<file path="config.mk">
export PLATFORM = sky130hd
export DESIGN_NAME = mux16_rr_arbiter
export DESIGN_NICKNAME = d
export VERILOG_FILES = /design/src/rtl/mux16_rr_arbiter.sv
export SDC_FILE = /design/constraint.sdc
export NUM_CORES = 1
export LEC_CHECK = 0
export BUFFER_PORTS_ARGS = -buffer_cell sky130_fd_sc_hd__buf_2
export CORE_MARGIN = 2
export CORE_UTILIZATION = 61
export DETAILED_ROUTE_END_ITERATION = 12
export PLACE_DENSITY = 0.9
export SLEW_MARGIN = 40
export SYNTH_ARGS = -nofsm -noshare
export SYNTH_HDL_FRONTEND = slang
export SYNTH_SLANG_ARGS = --single-unit
</file>
<file path="constraint.sdc">
create_clock -name clk -period 5.3 [get_ports clk]
set_clock_uncertainty 0.15 [all_clocks]
set_input_delay 0.265 -clock clk [delete_from_list [all_inputs] [get_ports clk]]
set_output_delay 0.265 -clock clk [all_outputs]
set_load 0.005 [all_outputs]
</file>
<file path="src/rtl/mux16_rr_arbiter.sv">
// mux16_rr_arbiter: round-robin owner selection for a shared 16:1 mux.
// A grant is held until the owner pulses done, drops its request, or the
// hold counter reaches HOLD_MAX. Each release is followed by one GAP cycle
// and one IDLE cycle before the next arbitration.
module mux16_rr_arbiter #(
    parameter int unsigned HOLD_MAX = 8
) (
    input  logic        clk,
    input  logic        rst,
    input  logic [15:0] req,
    input  logic        done,
    output logic [3:0]  sel,
    output logic [15:0] gnt,
    output logic        valid,
    output logic        timeout
);

    typedef enum logic [1:0] {
        IDLE,
        GRANT,
        GAP
    } state_t;

    localparam logic [7:0] HOLD_LIM = 8'(HOLD_MAX);

    state_t     state;
    logic [7:0] hold_cnt;
    logic [3:0] last;

    logic [3:0] win;
    logic       hold_expired;
    logic       owner_release;

    // Search upward from last+1; 4-bit index arithmetic provides the 15->0
    // wrap, and last itself is tried last so a lone requester is re-granted.
    function automatic logic [3:0] rr_pick(input logic [15:0] r, input logic [3:0] l);
        logic [3:0] idx;
        logic [3:0] pick;
        logic       found;
        pick  = '0;
        found = 1'b0;
        for (int k = 1; k <= 16; k++) begin
            idx = l + 4'(k);
            if (!found && r[idx]) begin
                pick  = idx;
                found = 1'b1;
            end
        end
        return pick;
    endfunction

    // Next winner and the release causes seen by the current owner.
    always_comb begin
        win           = rr_pick(req, last);
        hold_expired  = (hold_cnt == HOLD_LIM);
        owner_release = done || !req[sel];
    end

    // Arbitration FSM with registered select, grant, valid and timeout.
    always_ff @(posedge clk or posedge rst) begin
        if (rst) begin
            state    <= IDLE;
            sel      <= '0;
            gnt      <= '0;
            valid    <= 1'b0;
            timeout  <= 1'b0;
            hold_cnt <= '0;
            last     <= 4'd15;
        end else begin
            timeout <= 1'b0;
            case (state)
                IDLE: begin
                    if (|req) begin
                        state    <= GRANT;
                        sel      <= win;
                        gnt      <= 16'd1 << win;
                        valid    <= 1'b1;
                        hold_cnt <= 8'd1;
                    end
                end
                GRANT: begin
                    if (owner_release || hold_expired) begin
                        state    <= GAP;
                        last     <= sel;
                        gnt      <= '0;
                        valid    <= 1'b0;
                        hold_cnt <= '0;
                        // Only a pure counter expiry is reported as a timeout.
                        timeout  <= hold_expired && !owner_release;
                    end else begin
                        hold_cnt <= hold_cnt + 8'd1;
                    end
                end
                GAP: begin
                    state <= IDLE;
                end
                default: begin
                    state <= IDLE;
                end
            endcase
        end
    end

endmodule

</file>
==> flow_summary.yaml <==
logic_synthesis:
  synth_cells: 452
  synth_xor_area_frac: 0.0228
  synth_nets: 481
  async_flop_share: 1.00
  ys_seq_area_frac: 0.214
  synth_top_family_by_area: "multiplexers"
  ys_warn_count: 0
  synth_simple_gate_area_frac: 0.178
  yosysUniqueCellTypes: 65
  synth_area_mm2: 0.00422
  synth_fa_ha_area_frac: 0.0296
  synth_top_flop_cell: "dfrtp_1"
  ys_seq_elements: 36
  synth-compound-area-share: 0.226
  avgSynthCellArea_um2: 9.35
  muxShareOfSynthArea: 0.288
  synth_enable_flop_cells: 0
cells_and_area:
  diodes: 0
  final_common_cell: "nand2_1"
  drive_above_1_share: 0.248
  final_cell_mix: "nand2_1 (48), buf_2 (40), mux4_2 (34), dfrtp_1 (32), o21ai_0 (29)"
  synthToLayoutAreaGrowth_pct: 7.97
  nets: 511
drt:
  vias_per_cell: 7.48
  first_pass_iters: 5
  vias: 4213
  drc: 0
  first_iter_violations: 677
  detail-route-antenna-nets: 0
  avgRoutedWirePerCell_um: 22.3
  wl_um: 12500
floorplan:
  row_count: 30
  start_util: 0.625
  die_w_um: 87.2
  dieArea_mm2: 0.00761
  fp.dieH_um: 87.2
  coreArea_mm2: 0.00676
  ios: 41
sta:
  post-route-min-period_ps: 4970
  slew_headroom: 0.417
  finalSetupTns_ps: 0
  rsz0062_at_grt: "false"
  fmaxAchievable_mhz: 201
  hold_viol_final: 0
  tightestPinTransition_ps: 868
  drv_slew: 0
  hold-worst-slack_ps: 104
  fin_crit_sh: 0.938
  setup_violations: 0
job:
  drv_cap: 0
cts:
  clk_path_buf_depth: 2
  cts_resized: 0
  cts_made_buffers: 5
  htreeDepth: 2
  cts-root-buf: "clkbuf_8"
  clock_latency_ps: 290
  cts_tree: "built"
  cts.clk_slew.worst_paths_ps: 70
  numClockSinks: 36
grt:
  antenna_found_initial: 0
  grt_start_max_net_pins: 37
  grt_usage: 0.346
  grt_pass1_vias: 4062
  globalRouteOverflowTotal: 0
  grt_pass1_wl_um: 20500
worst_setup_path:
  reg2reg_from: "last[0]$_DFFE_PP1P_"
  path_max_fanout: 18
  path_class: "reg2reg"
  r2r_cells: 11
  rrSetupSlack_ps: 330
  worstSetupEndpointType: "flip-flop"
  path_depth: 11
  max_stage_delay_ps: 680
  crit_arrival_ps: 4970
  path_cells: "inv_1 > ha_1 > buf_4 > mux4_2 > mux4_2 > nor4_4 > nand4_2 > nor3_1 > a41oi_1 > a32oi_1 > o31ai_1"
  critPathBufInv: 2
  crit_path_start: "last[0]$_DFFE_PP1P_"
  crit_end: "gnt[12]$_DFFE_PP0P_"
  cp_top_family: "multiplexers"
  crit_top_cell: "mux4_2"
  cp.required_ps: 5290
  cp-start-kind: "flip-flop"
  slowest_stage: "a32oi_1"
  worstReg2RegEnd: "gnt[12]$_DFFE_PP0P_"
place:
  dpl.hpwl_um: 9140
  portBuffers: 40
  gp_congestion: 1.03
run_status:
  outcome: "completed"
hold_path:
  hp-class: "in2reg"
[synth_stat cells (all sizes together), types with 5 or more instances]
master	n	share of area
o211ai	5	0.0089
nor3	12	0.014
and2	5	0.0074
nor4	7	0.017
a21oi	20	0.024
nand2b	7	0.010
ha	10	0.030
dfrtp	32	0.19
mux4	34	0.18
inv	11	0.0098
o41ai	8	0.024
o21bai	5	0.0089
o31ai	12	0.021
nand2	48	0.043
clkbuf	13	0.012
nand3	13	0.015
mux2	16	0.043
mux2i	27	0.064
a211oi	10	0.018
o21ai	30	0.036
and3	5	0.0074
xnor2	7	0.015
buf	14	0.020
nor2	25	0.022
nor2b	9	0.013
nand4	7	0.012
[registers in the layout (all words and copies together), names as in the netlist]
signal and count:
last 4, hold_cnt 8, gnt 16, state 2
valid 1, sel 4, timeout 1
[worst min path at each step]
stage	from	to	cells after the start
final	done	timeout$_DFF_PP0_	3
after global routing	done	timeout$_DFF_PP0_	3
after CTS	done	timeout$_DFF_PP0_	3
after detailed placement	rst	gnt[15]$_DFFE_PP0P_	3
after global placement	rst	gnt[15]$_DFFE_PP0P_	3
after floorplan	rst	gnt[0]$_DFFE_PP0P_	1
[metrics by stage]
| stage | setup slack (ps) | cells | instance area, µm² | util |
|---|---|---|---|---|
| after global placement | 593 | 554 | 4460 | 0.660 |
| after global routing | 40.9 | 563 | 4560 | 0.675 |
| after floorplan | 544 | 452 | 4220 | - |
| after CTS | 426 | 563 | 4560 | 0.675 |
| final | 326 | 563 | 4560 | 0.675 |
| after detailed placement | 432 | 554 | 4460 | 0.660 |
[timing repair]
item | 4_1_cts | 5_1_grt
buffers inserted | 0 | 0
hold buffers | 1 | 0
hold endpoints to repair | 32 | 0
[worst reg2reg max path: cells and delay by family, from the launching register on]
kind | cells | cell delay (ps)
multiplexers | 2 | 1010
AO/OA/AOI/OAI | 3 | 990
AND/OR/NAND/NOR | 3 | 930
adder cells (fa/ha/maj) | 1 | 650
buffers and inverters | 2 | 560
flip-flops | 1 | 530
[routing by layer]
metal  part of all wire  GRT usage  vias up
met5                  0          0        -
met4              0.047      0.162        0
met3               0.11     0.0739       59
met2               0.47      0.546      323
met1               0.37      0.457     1994
li1                   -          -     1837
[logic make-up after synthesis]
group / count (synthesis)
compound gates: 133
xor+xnor: 11
fa+ha+maj: 10
buf+inv: 38
flops: 36
mux: 77
simple gates: 147
[cell type report]
cell class,count,area (µm²)
clock buffers,8,90.1
repair buffers,50,278
multi-input cells,378,3150
flip-flops and latches,36,906
well taps,80,100
inverters,11,41.3
fillers,523,2200
Power is left out: the tool's default activity adds up to more than one toggle a clock period on the data nets, which glitch-free logic cannot reach.
